===== src/rtl/fp_addsub_seq_if.sv =====
// Start/done handshake bundle for the sequential FP add/sub unit.
// master: start, sub, a, b out; sum, done, busy in. slave: mirrored.
interface fp_addsub_seq_if #(
    parameter int EXP_W = 8,
    parameter int MAN_W = 23
);
    localparam int W = 1 + EXP_W + MAN_W;

    logic         start;
    logic         sub;
    logic [W-1:0] a;
    logic [W-1:0] b;
    logic [W-1:0] sum;
    logic         done;
    logic         busy;

    modport master (
        output start, sub, a, b,
        input  sum, done, busy
    );

    modport slave (
        input  start, sub, a, b,
        output sum, done, busy
    );
endinterface


===== src/rtl/fp_addsub_seq.sv =====
// Multi-cycle IEEE-754 add/sub, RNE rounding, full special handling.
// Ports: clk, reset (async, high), bus (slave: start/sub/a/b in,
// sum/done/busy out). Optional macro FPADD_DENORM_EN keeps subnormals;
// without it subnormal inputs read as zero and tiny results flush.
module fp_addsub_seq #(
    parameter int EXP_W = 8,
    parameter int MAN_W = 23
) (
    input logic            clk,
    input logic            reset,
    fp_addsub_seq_if.slave bus
);
    localparam int W  = 1 + EXP_W + MAN_W;
    localparam int SW = MAN_W + 1;
    // working significand: carry, hidden, fraction, guard, round, sticky
    localparam int MW = MAN_W + 5;
    localparam int EW = EXP_W + 1;
    localparam logic [EW-1:0] EMAX = EW'((1 << EXP_W) - 1);

    typedef enum logic [2:0] {
        S_IDLE,
        S_ALIGN,
        S_ADD,
        S_NORM,
        S_ROUND,
        S_FIN
    } state_t;

    state_t        state_q, state_d;
    logic          sa_q, sa_d;
    logic          sb_q, sb_d;
    logic [EW-1:0] ea_q, ea_d;
    logic [EW-1:0] eb_q, eb_d;
    logic [SW-1:0] ma_q, ma_d;
    logic [SW-1:0] mb_q, mb_d;
    logic [MW-1:0] mx_q, mx_d;
    logic [MW-1:0] my_q, my_d;
    logic [EW-1:0] ex_q, ex_d;
    logic          sr_q, sr_d;
    logic          esub_q, esub_d;
    logic [W-1:0]  spec_q, spec_d;
    logic [W-1:0]  sum_q, sum_d;
    logic          done_q, done_d;
    logic          busy_q, busy_d;

    // ---------------- operand classification ----------------
    logic [EXP_W-1:0] exp_a, exp_b;
    logic [MAN_W-1:0] frac_a, frac_b;
    logic             sgn_a, sgn_b;
    logic             nan_a, nan_b;
    logic             inf_a, inf_b;
    logic             zero_a, zero_b;
    logic             special;
    logic [EW-1:0]    eff_a, eff_b;
    logic [SW-1:0]    sig_a, sig_b;
    logic [W-1:0]     spec_res;

    assign exp_a  = bus.a[W-2:MAN_W];
    assign exp_b  = bus.b[W-2:MAN_W];
    assign frac_a = bus.a[MAN_W-1:0];
    assign frac_b = bus.b[MAN_W-1:0];
    assign sgn_a  = bus.a[W-1];
    // subtraction is addition with b's sign flipped
    assign sgn_b  = bus.b[W-1] ^ bus.sub;

    assign nan_a = (&exp_a) & (|frac_a);
    assign nan_b = (&exp_b) & (|frac_b);
    assign inf_a = (&exp_a) & ~(|frac_a);
    assign inf_b = (&exp_b) & ~(|frac_b);

`ifdef FPADD_DENORM_EN
    assign zero_a = ~(|exp_a) & ~(|frac_a);
    assign zero_b = ~(|exp_b) & ~(|frac_b);
`else
    assign zero_a = ~(|exp_a);
    assign zero_b = ~(|exp_b);
`endif

    assign special = nan_a | nan_b | inf_a | inf_b | zero_a | zero_b;

    // subnormals sit at exponent 1 with a clear hidden bit
    assign eff_a = (|exp_a) ? {1'b0, exp_a} : EW'(1);
    assign eff_b = (|exp_b) ? {1'b0, exp_b} : EW'(1);
    assign sig_a = {|exp_a, frac_a};
    assign sig_b = {|exp_b, frac_b};

    always_comb begin
        spec_res = {sgn_a, exp_a, frac_a};
        if (nan_a || nan_b || (inf_a && inf_b && (sgn_a != sgn_b))) begin
            spec_res = {1'b0, {EXP_W{1'b1}}, 1'b1, {(MAN_W-1){1'b0}}};
        end else if (inf_a) begin
            spec_res = {sgn_a, {EXP_W{1'b1}}, {MAN_W{1'b0}}};
        end else if (inf_b) begin
            spec_res = {sgn_b, {EXP_W{1'b1}}, {MAN_W{1'b0}}};
        end else if (zero_a && zero_b) begin
            spec_res = {sgn_a & sgn_b, {(W-1){1'b0}}};
        end else if (zero_a) begin
            spec_res = {sgn_b, exp_b, frac_b};
        end
    end

    // ---------------- alignment ----------------
    logic            a_big;
    logic [EW-1:0]   e_big, e_sml, e_diff, shamt;
    logic [SW-1:0]   m_big, m_sml;
    logic [2*MW-1:0] sml_wide;
    logic [MW-1:0]   sml_al;

    assign a_big  = {ea_q, ma_q} >= {eb_q, mb_q};
    assign e_big  = a_big ? ea_q : eb_q;
    assign e_sml  = a_big ? eb_q : ea_q;
    assign m_big  = a_big ? ma_q : mb_q;
    assign m_sml  = a_big ? mb_q : ma_q;
    assign e_diff = e_big - e_sml;
    // past MW every bit lands in the sticky bit anyway
    assign shamt  = (e_diff > EW'(MW)) ? EW'(MW) : e_diff;

    assign sml_wide = {1'b0, m_sml, 3'b000, {MW{1'b0}}} >> shamt;
    assign sml_al   = {sml_wide[2*MW-1:MW+1],
                       sml_wide[MW] | (|sml_wide[MW-1:0])};

    // ---------------- magnitude add ----------------
    logic [MW-1:0] add_raw, add_m;
    logic [EW-1:0] add_e;

    assign add_raw = esub_q ? (mx_q - my_q) : (mx_q + my_q);
    assign add_m   = add_raw[MW-1]
                   ? {1'b0, add_raw[MW-1:2], |add_raw[1:0]}
                   : add_raw;
    assign add_e   = add_raw[MW-1] ? (ex_q + EW'(1)) : ex_q;

    // ---------------- normalise ----------------
    logic norm_go;

    assign norm_go = (mx_q != '0) && !mx_q[MW-2] && (ex_q > EW'(1));

    // ---------------- round and pack ----------------
    logic             rnd_inc;
    logic [SW:0]      rnd;
    logic             rnd_hid;
    logic [MAN_W-1:0] rnd_frac;
    logic [EW-1:0]    rnd_exp;
    logic [W-1:0]     rnd_res;

    assign rnd_inc  = mx_q[2] & (mx_q[3] | mx_q[1] | mx_q[0]);
    assign rnd      = {1'b0, mx_q[MW-2:3]} + {{SW{1'b0}}, rnd_inc};
    assign rnd_hid  = rnd[SW] | rnd[SW-1];
    assign rnd_frac = rnd[SW] ? rnd[MAN_W:1] : rnd[MAN_W-1:0];
    assign rnd_exp  = ex_q + EW'(rnd[SW]);

    always_comb begin
        rnd_res = {sr_q, rnd_exp[EXP_W-1:0], rnd_frac};
        if (mx_q == '0) begin
            rnd_res = '0;
        end else if (rnd_exp >= EMAX) begin
            rnd_res = {sr_q, {EXP_W{1'b1}}, {MAN_W{1'b0}}};
        end else if (!rnd_hid) begin
`ifdef FPADD_DENORM_EN
            // exponent floor is 1, so this is already subnormal form
            rnd_res = {sr_q, {EXP_W{1'b0}}, rnd_frac};
`else
            rnd_res = {sr_q, {(W-1){1'b0}}};
`endif
        end
    end

    // ---------------- state register ----------------
    always_ff @(posedge clk or posedge reset) begin
        if (reset) begin
            state_q <= S_IDLE;
            sa_q    <= 1'b0;
            sb_q    <= 1'b0;
            ea_q    <= '0;
            eb_q    <= '0;
            ma_q    <= '0;
            mb_q    <= '0;
            mx_q    <= '0;
            my_q    <= '0;
            ex_q    <= '0;
            sr_q    <= 1'b0;
            esub_q  <= 1'b0;
            spec_q  <= '0;
            sum_q   <= '0;
            done_q  <= 1'b0;
            busy_q  <= 1'b0;
        end else begin
            state_q <= state_d;
            sa_q    <= sa_d;
            sb_q    <= sb_d;
            ea_q    <= ea_d;
            eb_q    <= eb_d;
            ma_q    <= ma_d;
            mb_q    <= mb_d;
            mx_q    <= mx_d;
            my_q    <= my_d;
            ex_q    <= ex_d;
            sr_q    <= sr_d;
            esub_q  <= esub_d;
            spec_q  <= spec_d;
            sum_q   <= sum_d;
            done_q  <= done_d;
            busy_q  <= busy_d;
        end
    end

    // ---------------- next state ----------------
    always_comb begin
        state_d = state_q;
        sa_d    = sa_q;
        sb_d    = sb_q;
        ea_d    = ea_q;
        eb_d    = eb_q;
        ma_d    = ma_q;
        mb_d    = mb_q;
        mx_d    = mx_q;
        my_d    = my_q;
        ex_d    = ex_q;
        sr_d    = sr_q;
        esub_d  = esub_q;
        spec_d  = spec_q;
        sum_d   = sum_q;
        done_d  = 1'b0;
        busy_d  = busy_q;

        unique case (state_q)
            S_IDLE: begin
                if (bus.start) begin
                    sa_d    = sgn_a;
                    sb_d    = sgn_b;
                    ea_d    = eff_a;
                    eb_d    = eff_b;
                    ma_d    = sig_a;
                    mb_d    = sig_b;
                    spec_d  = spec_res;
                    busy_d  = 1'b1;
                    state_d = special ? S_FIN : S_ALIGN;
                end
            end
            S_ALIGN: begin
                mx_d    = {1'b0, m_big, 3'b000};
                my_d    = sml_al;
                ex_d    = e_big;
                sr_d    = a_big ? sa_q : sb_q;
                esub_d  = sa_q ^ sb_q;
                state_d = S_ADD;
            end
            S_ADD: begin
                mx_d    = add_m;
                ex_d    = add_e;
                state_d = S_NORM;
            end
            S_NORM: begin
                if (norm_go) begin
                    mx_d = mx_q << 1;
                    ex_d = ex_q - EW'(1);
                end else begin
                    state_d = S_ROUND;
                end
            end
            S_ROUND: begin
                sum_d   = rnd_res;
                done_d  = 1'b1;
                busy_d  = 1'b0;
                state_d = S_IDLE;
            end
            S_FIN: begin
                sum_d   = spec_q;
                done_d  = 1'b1;
                busy_d  = 1'b0;
                state_d = S_IDLE;
            end
            default: state_d = S_IDLE;
        endcase
    end

    assign bus.sum  = sum_q;
    assign bus.done = done_q;
    assign bus.busy = busy_q;
endmodule


===== src/flat_wrapper.sv =====
// flat-port wrapper written by rule: the top's interface ports become plain ports
module fp_addsub_seq_flat 
#(
    parameter int EXP_W = 8,
    parameter int MAN_W = 23
)
  (clk, reset, bus_start, bus_sub, bus_a, bus_b, bus_sum, bus_done, bus_busy);
  fp_addsub_seq_if #(.EXP_W(EXP_W), .MAN_W(MAN_W)) bus_i ();
  input logic clk;
  input logic reset;
  input wire logic [$bits(bus_i.start)-1:0] bus_start;
  input wire logic [$bits(bus_i.sub)-1:0] bus_sub;
  input wire logic [$bits(bus_i.a)-1:0] bus_a;
  input wire logic [$bits(bus_i.b)-1:0] bus_b;
  output wire logic [$bits(bus_i.sum)-1:0] bus_sum;
  output wire logic [$bits(bus_i.done)-1:0] bus_done;
  output wire logic [$bits(bus_i.busy)-1:0] bus_busy;
  assign bus_i.start = bus_start;
  assign bus_i.sub = bus_sub;
  assign bus_i.a = bus_a;
  assign bus_i.b = bus_b;
  assign bus_sum = bus_i.sum;
  assign bus_done = bus_i.done;
  assign bus_busy = bus_i.busy;
  fp_addsub_seq #(.EXP_W(EXP_W), .MAN_W(MAN_W)) u_core (.clk(clk), .reset(reset), .bus(bus_i));
endmodule

===== config.mk =====
export PLATFORM = sky130hd
export DESIGN_NAME = fp_addsub_seq_flat
export DESIGN_NICKNAME = d
export VERILOG_FILES = /design/src/rtl/fp_addsub_seq_if.sv /design/src/rtl/fp_addsub_seq.sv /design/src/flat_wrapper.sv
export SDC_FILE = /design/constraint.sdc
export NUM_CORES = 1
export LEC_CHECK = 0
export CORE_ASPECT_RATIO = 0.75
export CORE_MARGIN = 2
export CORE_UTILIZATION = 55
export DETAILED_ROUTE_END_ITERATION = 10
export GPL_TIMING_DRIVEN = 0
export PLACE_DENSITY = 0.78
export SLEW_MARGIN = 20
export SYNTH_ARGS = -nofsm -noshare
export SYNTH_HDL_FRONTEND = slang
export SYNTH_SLANG_ARGS = --single-unit

===== constraint.sdc =====
create_clock -name clk -period 6.4 [get_ports clk]
set_input_delay 0.96 -clock clk [delete_from_list [all_inputs] [get_ports clk]]
set_output_delay 0.96 -clock clk [all_outputs]
set_load 0.01 [all_outputs]

==> results.py <==
metrics = {
    "finish": {
        "fill_cells": 2372,
        "utilization": 0.6603,
        "synthToLayoutAreaGrowth_pct": 17.56,
        "drive_gt1_frac": 0.06065,
        "fin_nets": 2249,
        "design_area_um2": 17910,
    },
    "logic_synthesis": {
        "synth_area_leaders": "dfrtp_1 33%, nand2_1 8.6%, ha_1 5.6%, a21oi_1 5.4%, o21ai_0 5.1%",
        "avgSynthCellArea_um2": 7.731,
        "yosysSeqAreaShare": 0.3301,
        "synth_cell_types": 78,
        "yosysWarnings": 0,
        "syn-instance-count": 1971,
        "synth_edf_count": 0,
        "syn_nets": 2108,
        "netlist_area_um2": 15240,
        "synth_ff_type": "dfrtp_1",
        "synthArstFlopShare": 1.000,
        "yosys.area.top_type_share": 0.3301,
        "ys_seq_elements": 201,
        "synth_top_area_cell": "dfrtp_1",
    },
    "cts": {
        "cts_sinks": 201,
        "clk_path_buf_depth": 3,
        "cts_tree": "built",
        "holdBufCountCts": 0,
        "clk_pin_slew_worst_paths_ps": 60,
        "cts_max_level": 1,
        "root_buffer": "clkbuf_16",
        "clk_latency_ps": 530,
        "numCtsBuffers": 22,
    },
    "timing": {
        "finalCritPeriodShare": 0.9677,
        "relSlewSlack": 0.2689,
        "finClkSkew_ps": 15.13,
        "hold_viol": 0,
        "tightest_slew_ps": 1088,
        "finalSetupViolCount": 0,
        "finalMaxSlewViolations": 0,
        "period_needed_ps": 6193,
        "fmax_mhz": 161.5,
    },
    "outcome": {
        "outcome": "finished clean",
    },
    "setup_path": {
        "start_kind": "flip-flop",
        "crit_type": "flip-flop to flip-flop",
        "critPathRequiredTime_ps": 6770,
        "critical_path.endpoint_type": "flip-flop",
        "r2r_slack_ps": 210,
        "critical_path.top_delay_family": "compound AO/OA/AOI/OAI gates",
        "arrival_ps": 6560,
        "path_buf_inv": 4,
        "crit_slowest_cell": "dfrtp_1",
        "crit_path_max_incr_delay_ps": 460,
        "cp_max_fo": 10,
        "path_cells": "ha_1 -> nand2b_1 -> a2111oi_0 -> o31a_1 -> o211ai_1 -> a21oi_1 -> clkbuf_4 -> clkbuf_1 -> nor2_1 -> o311ai_0 -> a22o_1 -> and3_2 -> a211oi_4 -> buf_4 -> clkbuf_4 -> a21boi_0 -> a311o_2 -> a21oi_2 -> mux2i_1 -> a21oi_2 -> nand4_1 -> nor4_2 -> a221oi_1",
    },
    "place": {
        "hpwl_um": 46210,
        "portBuffers": 101,
        "placed_area_um2": 16860,
        "gp_congestion": 1.081,
    },
    "routing": {
        "drt-initial-drc-count": 1972,
        "vias": 16338,
        "drc": 0,
        "first_pass_iters": 6,
        "wirelength_um": 58260,
        "wl_per_cell_um": 23.49,
        "antenna_left": 0,
        "routed_via_density": 6.588,
    },
    "floorplanning": {
        "num_io_pins": 102,
        "die_area_um2": 29070,
        "initial_core_util": 0.5617,
        "row_count": 52,
        "die_h_um": 148.2,
        "die-width_um": 196.2,
        "core_um2": 27130,
    },
    "global_route": {
        "grt_max_degree": 36,
        "grt_pass1_vias": 15152,
        "globalRouteTotalUtil": 0.3962,
        "grt_use_met2": 0.5706,
        "grt_pass1_wl_um": 88420,
        "use_met1": 0.5648,
        "antenna_found_initial": 2,
        "met3_usage": 0.1451,
        "busiest_layer": "met2",
        "grt_overflow": 0,
    },
    "run": {
        "maxCapViolations": 0,
    },
    "min_path": {
        "hp-class": "flip-flop to flip-flop",
    },
}
## layer usage
metal  vias up  part of all wire
li1       7358                 -
met1      7810              0.43
met2      1013              0.40
met3       155              0.13
met4         2             0.031
met5         -           0.00015
## path summary, 6_finish.rpt
path                                                start                        endpoint  depth (start not counted)
max in group asynchronous                           reset      u_core.eb_q[0]$_DFFE_PP0P_                          7
min in group asynchronous                           reset  u_core.bus.sum[27]$_DFFE_PP0N_                          2
max reg2reg                    u_core.mb_q[0]$_DFFE_PP0P_      u_core.my_q[0]$_DFFE_PP0P_                         23
min                        u_core.bus.sum[20]$_DFFE_PP0N_  u_core.bus.sum[20]$_DFFE_PP0N_                          2
min reg2reg                u_core.bus.sum[20]$_DFFE_PP0N_  u_core.bus.sum[20]$_DFFE_PP0N_                          2
max                            u_core.mb_q[0]$_DFFE_PP0P_      u_core.my_q[0]$_DFFE_PP0P_                         23
## stage by stage
stage | setup TNS, ps | cells | worst slack, ps | hold WS, ps
global route | -26.69 | 2478 | -10.22 | 521.3
detailed placement | -13820 | 2431 | -518.6 | 480.2
floorplan | 0 | 1971 | 889.7 | 450.1
global placement | -7980 | 2423 | -385.5 | 464.1
CTS | 0 | 2474 | 13.18 | 493.9
finish | 0 | 2480 | 206.8 | 489.2
## sequential cells by signal, indices dropped and copies added (netlist names), 3 cells and up
signal and count:
u_core.my_q 27, u_core.ma_q 24, u_core.mx_q 28, u_core.ex_q 9, u_core.state_q 3, u_core.spec_q 32
u_core.mb_q 24, u_core.ea_q 8, u_core.bus.sum 32, u_core.eb_q 8
## cells in the final DEF (no fill, tap or decap), drive strengths merged, types with 22 or more instances in the layout
| cell | n |
|---|---|
| a211oi | 35 |
| a21oi | 165 |
| a221oi | 26 |
| a31oi | 27 |
| buf | 40 |
| clkbuf | 123 |
| clkdlybuf4s50 | 101 |
| dfrtp | 201 |
| ha | 68 |
| inv | 71 |
| mux2i | 59 |
| nand2 | 349 |
| nand3 | 34 |
| nand4 | 22 |
| nor2 | 205 |
| nor3 | 35 |
| nor4 | 29 |
| o211ai | 25 |
| o21ai | 157 |
| xnor2 | 61 |
## synth_stat cells, types with 10 or more instances
cell	n
nand2_1	349
nor2_1	205
dfrtp_1	201
a21oi_1	163
o21ai_0	154
clkbuf_1	92
inv_1	72
ha_1	68
xnor2_1	61
mux2i_1	59
nor3_1	35
nand3_1	34
a211oi_1	32
nor4_1	28
a31oi_1	27
a221oi_1	26
o211ai_1	24
nand4_1	21
a21o_1	19
xor2_1	19
a21boi_0	17
and3_1	15
buf_1	15
nand2b_1	14
or3_1	14
o21a_1	13
o22ai_1	13
nor2b_1	12
a22o_1	11
a211o_1	10
and2_1	10
## worst reg2reg max path, cell delays in order (launching register included)
cell and delay (ps):
dfrtp_1 460, ha_1 320, nand2b_1 150, a2111oi_0 420, o31a_1 310, o211ai_1 140, a21oi_1 250, clkbuf_4 250
clkbuf_1 460, nor2_1 100, o311ai_0 400, a22o_1 200, and3_2 320, a211oi_4 90, buf_4 170, clkbuf_4 190
a21boi_0 150, a311o_2 400, a21oi_2 250, mux2i_1 160, a21oi_2 250, nand4_1 130, nor4_2 320, a221oi_1 150
## cell families after synthesis
| family | count (synthesis) | synth area share |
|---|---|---|
| AND/OR/NAND/NOR | 765 | 0.2214 |
| multiplexers | 65 | 0.04319 |
| AO/OA/AOI/OAI | 601 | 0.2538 |
| adder cells (fa/ha/maj) | 69 | 0.05715 |
| flip-flops | 201 | 0.3301 |
| XOR/XNOR | 80 | 0.04598 |
| buffers and inverters | 190 | 0.04844 |
## area by class of cell
type / count / area (µm²) / share of cell area
antenna: 2 / 5.005 / 0.0002794
clock inverter: 10 / 170.2 / 0.009499
tap: 351 / 439.2 / 0.02451
timing repair buffer: 120 / 1254 / 0.06998
multi-input combinational: 1580 / 9674 / 0.5400
clock buffer: 29 / 586.8 / 0.03276
sequential: 201 / 5032 / 0.2809
buffer: 115 / 479.2 / 0.02675
inverter: 72 / 274.0 / 0.01530
## timing repair
action | 4_1_cts | 5_1_grt
endpoints found under the setup margin | 38 | 44
hold endpoints to repair | 0 | 0
pin swaps | 2 | 9
resized for setup | 14 | 49
setup buffers | 4 | 7
Power is left out: the tool's default activity adds up to more than one toggle a clock period on the data nets, which glitch-free logic cannot reach.
